[config.mk]
export PLATFORM = sky130hd
export DESIGN_NAME = rvfpm_result_queue
export DESIGN_NICKNAME = d
export VERILOG_FILES = /design/src/rtl/rvfpm_result_queue.sv
export SDC_FILE = /design/constraint.sdc
export NUM_CORES = 1
export LEC_CHECK = 0
export CAP_MARGIN = 0
export CORE_MARGIN = 3
export CORE_UTILIZATION = 60
export DETAILED_ROUTE_END_ITERATION = 8
export PLACE_DENSITY = 0.93
export SYNTH_ARGS = -nofsm -noshare
export SYNTH_HDL_FRONTEND = slang
export SYNTH_SLANG_ARGS = --single-unit
[constraint.sdc]
create_clock -name ck -period 10 [get_ports ck]
set_clock_uncertainty 0.15 [all_clocks]
set_input_delay 1.5 -clock ck [delete_from_list [all_inputs] [get_ports ck]]
set_output_delay 1.5 -clock ck [all_outputs]
set_load 0.05 [all_outputs]
[src/rtl/rvfpm_result_queue.sv]
// rtl/rvfpm_result_queue.sv - in-order FPU result queue gated by XIF commit/kill status
// A head entry is released once its ID is committed and dropped once its ID is killed.
module rvfpm_result_queue #(
  parameter int X_ID_WIDTH = 4,
  parameter int FLEN       = 32,
  parameter int DEPTH      = 4
) (
  input  logic                    ck,
  input  logic                    rst,
  input  logic                    in_valid,
  output logic                    in_ready,
  input  logic [X_ID_WIDTH-1:0]   in_id,
  input  logic [FLEN-1:0]         in_data,
  input  logic [4:0]              in_rd,
  input  logic                    in_we,
  input  logic                    in_exc,
  input  logic [5:0]              in_exccode,
  input  logic                    commit_valid,
  input  logic [X_ID_WIDTH-1:0]   commit_id,
  input  logic                    commit_kill,
  output logic                    result_valid,
  input  logic                    result_ready,
  output logic [X_ID_WIDTH-1:0]   result_id,
  output logic [FLEN-1:0]         result_data,
  output logic [4:0]              result_rd,
  output logic                    result_we,
  output logic                    result_exc,
  output logic [5:0]              result_exccode,
  output logic [$clog2(DEPTH):0]  count
);

  localparam int PTR_W = $clog2(DEPTH);
  localparam int CNT_W = PTR_W + 1;
  localparam int NID   = 1 << X_ID_WIDTH;

  typedef struct packed {
    logic [X_ID_WIDTH-1:0] id;
    logic [FLEN-1:0]       data;
    logic [4:0]            rd;
    logic                  we;
    logic                  exc;
    logic [5:0]            exccode;
  } entry_t;

  entry_t             mem_q [DEPTH];
  entry_t             hold_q;
  entry_t             head;
  logic [PTR_W-1:0]   wr_ptr_q, rd_ptr_q;
  logic [CNT_W-1:0]   count_q, count_d;
  logic [NID-1:0]     committed_q, committed_d;
  logic [NID-1:0]     killed_q, killed_d;
  logic               empty, full, push, pop;
  logic               head_drop, head_release;

  assign empty = (count_q == '0);
  assign full  = (count_q == CNT_W'(DEPTH));
  assign head  = mem_q[rd_ptr_q];

  // Kill outranks commit when both bits are set for the head ID.
  assign head_drop    = !empty && killed_q[head.id];
  assign head_release = !empty && committed_q[head.id] && !killed_q[head.id];

  assign push = in_valid && !full;
  assign pop  = head_drop || (head_release && result_ready);

  assign count_d = count_q + CNT_W'(push) - CNT_W'(pop);

  always_comb begin
    committed_d = committed_q;
    killed_d    = killed_q;
    if (pop) begin
      committed_d[head.id] = 1'b0;
      killed_d[head.id]    = 1'b0;
    end
    // A new commit/kill for the popped ID is a reuse, so it overrides the clear.
    if (commit_valid) begin
      if (commit_kill) killed_d[commit_id]    = 1'b1;
      else             committed_d[commit_id] = 1'b1;
    end
  end

  always_ff @(posedge ck or negedge rst) begin
    if (!rst) begin
      for (int i = 0; i < DEPTH; i++) mem_q[i] <= '0;
      hold_q      <= '0;
      wr_ptr_q    <= '0;
      rd_ptr_q    <= '0;
      count_q     <= '0;
      committed_q <= '0;
      killed_q    <= '0;
    end else begin
      if (push) begin
        mem_q[wr_ptr_q] <= '{id: in_id, data: in_data, rd: in_rd, we: in_we,
                             exc: in_exc, exccode: in_exccode};
        wr_ptr_q        <= wr_ptr_q + PTR_W'(1);
      end
      if (pop) rd_ptr_q <= rd_ptr_q + PTR_W'(1);
      if (!empty) hold_q <= head;
      count_q     <= count_d;
      committed_q <= committed_d;
      killed_q    <= killed_d;
    end
  end

  entry_t out_e;
  assign out_e = empty ? hold_q : head;

  assign in_ready       = !full;
  assign result_valid   = head_release;
  assign result_id      = out_e.id;
  assign result_data    = out_e.data;
  assign result_rd      = out_e.rd;
  assign result_we      = out_e.we;
  assign result_exc     = out_e.exc;
  assign result_exccode = out_e.exccode;
  assign count          = count_q;

endmodule

* After elaboration in Yosys (flattened, before gate mapping) *
Index checks and enable logic that the tools add are counted.

word-level totals
  bits in registers = 284
  bits in latches = 0
  bits in writable memories = 0
  bits in read-only memories = 0
  input port bits = 59
  output and inout bits = 54
  logic and storage cells = 88
  memories kept = 0

operators by class
  add/sub/neg operators = 4
  $mul = 0
  divide/modulo/power cells = 0
  $lt $le $gt $ge = 7
  eq/ne operators = 1
  shifts and indexed selects = 0
  muxes and demuxes = 21
  bitwise gates (word level) = 7
  reduce and logical (&&, ||, !) cells = 13

operators by type and width
  cell                                                                number
  bitwise mux 196 bit                                                 1
  2-to-1 mux 49 bit                                                   4
  binary-select mux 49 bit (select 2 bit)                             1
  demux 49 bit (select 2 bit)                                         1
  2-to-1 mux 16 bit                                                   6
  AND 16 bit                                                          2
  bitwise OR 16 bit                                                   2
  inverter 16 bit                                                     1
  less-than comparator 4 x 5 -> 1 bit (second input constant)         2
  binary-select mux 1 bit (select 4 bit)                              2
  demux 1 bit (select 4 bit)                                          2
  greater-or-equal comparator 4 x 1 -> 1 bit (second input constant)  2
  logical AND 1 bit                                                   8
  greater-or-equal comparator 3 bit (second input constant)           2
  inverter 2 -> 3 bit                                                 2
  adder 2 x 1 -> 2 bit (second input constant)                        2
  2-to-1 mux 1 bit                                                    4
  adder 3 x 1 -> 3 bit                                                1
  equality test 3 bit (second input constant)                         1
  zero test 1 bit                                                     3
  zero test 3 bit                                                     1
  less-than comparator 3 x 1 -> 1 bit (second input constant)         1
  subtractor 3 x 1 -> 3 bit                                           1
  logical OR 1 bit                                                    1

* Depth between registers and ports, before layout *
Gate-level depths: netlist of the first run.

  depth after elaboration = 14
  mapped depth = 14

* Worst setup path after synthesis of the first run *
No wires, ideal clock.

  path kind = reg2out
  start = register rd_ptr_q[0]
  end = output port result_data[0]
  arrival = 2,418 ps
  slack = 5,932 ps
  stages on the path, launching flop included = 6
  path buffers = 3
  path through = dfrtp_1 > buf_6 > clkbuf_1 > buf_1 > mux4_2 > mux2_2

between the ends
  cells in the longest elaborated chain, start to end = 5

ends and longest elaborated chain
  what                                                   line  RTL
  start: declaration                                     48    logic [PTR_W-1:0] wr_ptr_q, rd_ptr_q;
  start signal: assignment                               97    if (pop) rd_ptr_q <= rd_ptr_q + PTR_W'(1);
  inverter 2 -> 3 bit (implied by the code)              57    assign head = mem_q[rd_ptr_q];
  binary-select mux 49 bit (select 2 bit)                57
  2-to-1 mux 49 bit (implied by the code) (2 in series)  57
  2-to-1 mux 49 bit                                      --
  end: declaration                                       24    output logic [FLEN-1:0] result_data,

No other way between the ends. The select of a mux whose other input is x is not followed.

* Worst setup path in the final report of the first run *
  start = register rd_ptr_q[1]
  end = output port result_valid

between the ends
  cells in the longest elaborated chain, start to end = 8

ends and longest elaborated chain
  what                                                     line  RTL
  inverter 2 -> 3 bit (implied by the code) *              57
  binary-select mux 49 bit (select 2 bit) *                57
  2-to-1 mux 49 bit (implied by the code) * (2 in series)  57
  binary-select mux 1 bit (select 4 bit)                   61    assign head_release = !empty && committed_q[head.id] && !killed_q[head.id];
  2-to-1 mux 1 bit (implied by the code)                   61
  logical AND 1 bit or zero test 1 bit (tied branches)     61
  logical AND 1 bit *                                      61
  end: declaration                                         21    output logic result_valid,

Mark *: on every way between the ends. The rest lies on a longest branch, timed or not. The select of a mux whose other input is x is not followed.

==> results of run 1 <==
[placed cells by master, fill, tap and decap left out, drive strengths merged, types with 7 or more instances in the layout]
cell / count
mux4: 49
a22o: 32
clkdlybuf4s50: 111
clkbuf: 48
mux2i: 16
a21o: 32
inv: 7
o22ai: 8
dfrtp: 284
mux2: 245
nor2: 7
nand2: 12
buf: 12
[cells by family (layout without fill, tap and decap cells)]
logic type | after synthesis | in the layout
AO/OA/AOI/OAI | 79 | 79
adder cells (fa/ha/maj) | 7 | 7
multiplexers | 310 | 310
buffers and inverters | 51 | 179
flip-flops | 284 | 284
XOR/XNOR | 5 | 5
AND/OR/NAND/NOR | 43 | 43
[metrics by stage]
step	instance area [um^2]	hold slack [ns]	instances
6_report	14700	0.341	1172
5_1_grt	14700	0.352	1172
4_1_cts	14700	0.344	1172
3_5_place_dp	13800	0.331	1122
3_3_place_gp	13800	0.326	1122
2_1_floorplan	12400	0.321	779
[registers in the layout, summed over array words and instances, names as in the netlist]
name	cells
rd_ptr_q	2
killed_q	16
wr_ptr_q	2
count	3
mem_q	196
hold_q	49
committed_q	16
[area by class of cell]
| class | count | area, um^2 | area share |
|---|---|---|---|
| Clock inverter | 2 | 25.0 | 0.00170 |
| Sequential cell | 284 | 7110 | 0.484 |
| Tap cell | 265 | 332 | 0.0226 |
| Inverter | 6 | 22.5 | 0.00153 |
| Clock buffer | 48 | 867 | 0.0591 |
| Timing Repair Buffer | 123 | 1210 | 0.0823 |
| Multi-Input combinational cell | 444 | 5110 | 0.348 |
[how the worst max path moves through the flow]
stage / slack (ns) / to / start
CTS: 4.16 / result_valid / rd_ptr_q[1]$_DFFE_PN0N_
global route: 3.96 / result_valid / rd_ptr_q[1]$_DFFE_PN0N_
global placement: 4.80 / result_valid / rd_ptr_q[1]$_DFFE_PN0N_
detailed placement: 4.71 / result_valid / rd_ptr_q[1]$_DFFE_PN0N_
floorplan: 5.93 / result_data[0] / rd_ptr_q[0]$_DFFE_PN0N_
finish: 4.17 / result_valid / rd_ptr_q[1]$_DFFE_PN0N_
[per-layer routing]
layer,vias to the layer above,global-route usage
met5,-,0
met4,4,0.0503
met3,33,0.0412
met2,179,0.409
met1,3840,0.326
li1,3120,-
==> impl_results.md, run 1 <==
* Status: finished, final reports clean
* Post-Syn Nets at 845
* Synth top area share at 0.573
* Worst Path Required at 8.35 ns
* Final worst path period need at slightly below 6 ns
* # hold bufs at CTS at 0
* Routed wire length at 25900 um
* Post-synthesis compound-gate area fraction at 0.0524
* Via count at 7176
* Setup violators final at 0
* Initial core utilization at 0.623
* Ys async rst share at 1.00
* DR top layer: met5
* Worst Hold Class: flip-flop to flip-flop
* Slew Viols, Final at 0
* Slew headroom at 0.202
* CP Max Fanout at 36
* EDFF count, synth at 0
* Hold_sp: hold_q[39]$_DFF_PN0_
* CP max stage cell: clkdlybuf4s50_1
* Critical path buffer and inverter count at 2
* First-pass GRT wire length at 42500 um
* Seq cells post-synth at between 200 and 300
* GR Overflow Total at 0
* Vias in the first global route at 7899
* Most used cell, CP: nor2_1
* CTS max path bufs at 3
* Setup CP Type: flip-flop to output port
* Syn_area_per_cell at approximately 16 um^2
* Initial antenna violation count at 2
* Largest net degree at the start of global routing at about 130
* Mapped Cells at 779
* Worst-path cell chain: buf_4, mux4_2, mux2i_1, o22ai_1, nor2_1, nor3_1, a21oi_1, nor2_1, clkdlybuf4s50_1
* Vias/cell at approximately 6.1
* Diode count at 0
* Fmax at 172 MHz
* Num ports at 113
* Post-CTS sizing at 0
* Total GRT Usage at 0.238
* Reg clk slew, reported paths at 0.06 ns
* Synthesis Warnings at 0
* Nets at 954
* FILL cells at 1194
* CTS Sinks at 284
* Routability cong. at 0.853
* Max_cap viols at 0
* DRC Markers at 0
* Die height at 150 um
* Final setup margin at 4.17 ns
* Die width at 150 um
* Crit path largest cell delay at 0.81 ns
* Wire per inst at 22.1 um
* Reg-to-reg slack, setup at ~5.5 ns
* Dominant combinational cell family by area after synthesis: multiplexers
* Met3 WL at 1290 um
* CP startpoint kind: flip-flop
* TritonCTS clock tree: done
* Post-synthesis mux area share at 0.324
* Met1 WL at 10900 um
* Initial drt markers at roughly 430
* DP HPWL at roughly 16000 um
* Post-Synth XOR/XNOR Area at 0.00353
* Synth top cells by count: dfrtp_1, mux2_2, mux4_2, a21o_1, a22o_1
* Crit path DAT at 4.18 ns
* Worst-Skew Late Latency at 0.55 ns
* Critical path capture point type: output port
* Setup TNS at 0 ns
* Worst R2R Path Depth at 13
* Synth-to-Final Area Change at 18.3%
* Port bufs at 112
* WHS Endpoint: hold_q[39]$_DFF_PN0_
* Core area at 19900 um^2
* Synthesized cell area at 12400 um^2
* Root Driver: clkbuf_16
* Finished Core Util at 0.737
* WP depth at 9
* Count leader, synth: dfrtp_1
* Layout cells sized above 1 at 0.399
* Tcrit/Tclk final at 0.583
* R2R Path End: count[2]$_DFF_PN0_
* RSZ-0062 raised after global routing: no
* First drt pass iteration count at 4
* # Post-CTS Setup Buffers at 0
* DR WL met2 at 13300 um
* Num CTS Buffers at 29
* Synth Area in Adders at 0.00766
* Post-synthesis simple-gate area fraction at 0.0231
* Row count at 51
* Post-synth top flop: dfrtp_1
* Netlist cell types at 40
* Top post-synthesis cells by area: dfrtp_1, mux2_2, mux4_2
* Top cell family by delay on the critical path: buffers and inverters
* Slew at the pin closest to its max-slew limit at between 1 and 1.5 ns
* Antenna-violating nets left at 0
* Hold Crit Depth at 1
* H-tree depth at 1
* Area leader, netlist: dfrtp_1
* DIE AREA at between 20000 and 25000 um^2
* Sequential area share after synthesis at 0.573
* Final Hold Fails at 0
* DP Worst Slack at roughly 4.7 ns
* FF-to-FF Start: rd_ptr_q[1]$_DFFE_PN0N_
Power of run 1 is left out: the tool's default activity adds up to more than one toggle a clock period on the data nets, which glitch-free logic cannot reach.
==> run 2, diff against run 1 <==
- CORE_UTILIZATION: 60 -> 58
- PLACE_DENSITY: 0.93 -> 0.9
- clock period: 10 -> 6.1 ns (I/O delays scaled with it)
==> run 2 against run 1 <==
Against the previous run:
- first-iteration DRC count shrank 4.4%
- global-route usage shrank 1.6 points
- core utilization shrank 1.8 points
- cell area grew 1.0%
- hold slack lost 0.062 ns
- setup slack lost 3.0 ns
- cell count grew 0.68%
- via count shrank 1.5%
- count of clock-buffer cells in the layout shrank 3
- register-to-register slack lost 3.7 ns
- critical endpoint unchanged
- largest cell class unchanged
==> impl_results.md, run 2 (synthesized netlist as in run 1, its figures left out) <==
* Status: finished, final reports clean
* FF-to-FF Start: rd_ptr_q[0]$_DFFE_PN0N_
* First-pass GRT wire length at 42200 um (-0.60%)
* CP startpoint kind: flip-flop
* R2R Path End: count[2]$_DFF_PN0_
* DIE AREA at 23200 um^2 (+3.3%)
* Slew at the pin closest to its max-slew limit at 0.920 ns (-0.274 ns)
* Synth-to-Final Area Change at 19.5%
* Core area at 20600 um^2 (+3.6%)
* DRC Markers at 0 (unchanged)
* Num CTS Buffers at 29 (unchanged)
* Root Driver: clkbuf_16
* Worst R2R Path Depth at 12 (-1)
* Initial drt markers at 408 (-4.4%)
* Most common cell after layout, fill and taps aside: dfrtp_1
* Final worst path period need at 4.92 ns
* Commonest cells after routing, fill and taps aside: dfrtp_1, mux2_2, clkdlybuf4s50_1
* Setup CP Type: flip-flop to output port
* Largest register FFs at 196 (unchanged)
* GR Overflow Total at 0 (unchanged)
* Routability cong. at 0.871 (+2.2%)
* First drt pass iteration count at 6 (+2)
* Finished Core Util at 0.719 (-0.0181)
* Tcrit/Tclk final at 0.806
* CTS max path bufs at 3 (unchanged)
* Setup violators final at 0 (unchanged)
* # Post-CTS Setup Buffers at 0 (unchanged)
* Diode count at 0 (unchanged)
* Setup TNS at 0 ns (unchanged)
* Regs by FF count: mem_q: 196 flops, hold_q: 49 flops
* CP max stage cell: dfrtp_2
* Reg-to-reg slack, setup at 1.85 ns (-3.68 ns)
* Num ports at 113 (unchanged)
* # hold bufs at CTS at 0 (unchanged)
* Max_cap viols at 0 (unchanged)
* Port bufs at 112 (unchanged)
* Vias/cell at 5.99 (-2.2%)
* Worst-path cell chain: mux4_2, mux2i_1, o22ai_1, nor4_1, a21oi_1, nor2_1, clkdlybuf4s50_1
* CTS Sinks at 284 (unchanged)
* TritonCTS clock tree: done
* Row count at 52 (+2.0%)
* Initial core utilization at 0.602 (-0.0216)
* Worst Hold Class: input pin to asynchronous set/reset pin
* Worst Path Required at 5.03 ns (-3.32 ns)
* Reg clk slew, reported paths at 0.06 ns (about the same)
* Antenna-violating nets left at 0 (unchanged)
* Wire per inst at 21.8 um (-1.1%)
* RSZ-0062 raised after global routing: no
* Total GRT Usage at 0.222 (-0.0161)
* H-tree depth at 1 (unchanged)
* Via count at 7065 (-1.5%)
* Die height at 152 um (+1.6%)
* Top reg by flops: mem_q
* Largest net degree at the start of global routing at 173 (+37%)
* Die width at 152 um (+1.6%)
* Layout cells sized above 1 at 0.408 (+0.00857)
* DP HPWL at 15600 um (-2.3%)
* Critical path capture point type: output port
* Worst-Skew Late Latency at 0.54 ns (about the same)
* Initial antenna violation count at 1 (-1)
* Vias in the first global route at 7889 (-0.13%)
* Post-CTS sizing at 0 (unchanged)
* Slew Viols, Final at 0 (unchanged)
* Fmax at 203 MHz
* Crit path largest cell delay at 0.87 ns (+0.06 ns)
* Final hold slack at 0.278 ns (-0.0624 ns)
* Routed wire length at 25800 um (-0.39%)
* CP Max Fanout at 30 (-17%)
* Nets at 953 (-0.10%)
* Slew headroom at 0.387 (+0.185)
* Final Hold Fails at 0 (unchanged)
* Crit path DAT at 3.85 ns (-0.33 ns)
-- run 2: changes by cell type in the layout (fill, tap and decap cells not counted), sizes merged --
| cell | change |
|---|---|
| clkbuf | -3 |
| buf | -1 |
| bufinv | +4 |
| clkinv | +3 |
-- run 2: worst max-delay path, delay by kind of cell, from the launching register on --
kind | cells | cell delay (ns)
AOI/OAI and AO/OA | 2 | 0.20
buffers and inverters | 1 | 0.81
DFF | 1 | 0.87
muxes | 2 | 0.99
and+or+nand+nor | 2 | 0.42
-- run 2: layout make-up --
type | instances | area (um^2)
clock buffers | 45 | 886
flip-flops and latches | 284 | 7110
inverters | 6 | 22.5
fillers | 1276 | 5790
multi-input cells | 444 | 5110
repair buffers | 122 | 1210
clock inverters | 9 | 149
well taps | 270 | 338
-- run 2: worst max path at each step --
stage	from	end	slack, ns	cells past startpoint
after floorplan	rd_ptr_q[0]$_DFFE_PN0N_	count[2]$_DFF_PN0_	2.59	14
after global placement	rd_ptr_q[0]$_DFFE_PN0N_	result_valid	1.81	8
after detailed placement	rd_ptr_q[1]$_DFFE_PN0N_	result_valid	1.75	7
after CTS	rd_ptr_q[0]$_DFFE_PN0N_	result_valid	1.15	8
after global routing	rd_ptr_q[1]$_DFFE_PN0N_	result_valid	1.01	7
final	rd_ptr_q[1]$_DFFE_PN0N_	result_valid	1.18	7
-- run 2: per-stage QoR --
step                      cell area [um^2]  setup slack, ns  cells
final                                14800             1.18   1180
after global routing                 14800             1.01   1180
after CTS                            14800             1.15   1180
after detailed placement             13800             1.75   1126
after global placement               13800             1.81   1126
after floorplan                      12400             2.59    779
-- run 2: per-layer routing --
layer | GRT usage | up-vias | share of wire
li1 | - | 3125 | -
met1 | 0.288 | 3724 | 0.42
met2 | 0.386 | 161 | 0.51
met3 | 0.0386 | 53 | 0.043
met4 | 0.0702 | 2 | 0.026
met5 | 0 | - | 0.00050
Power of run 2 is left out for the same reason.
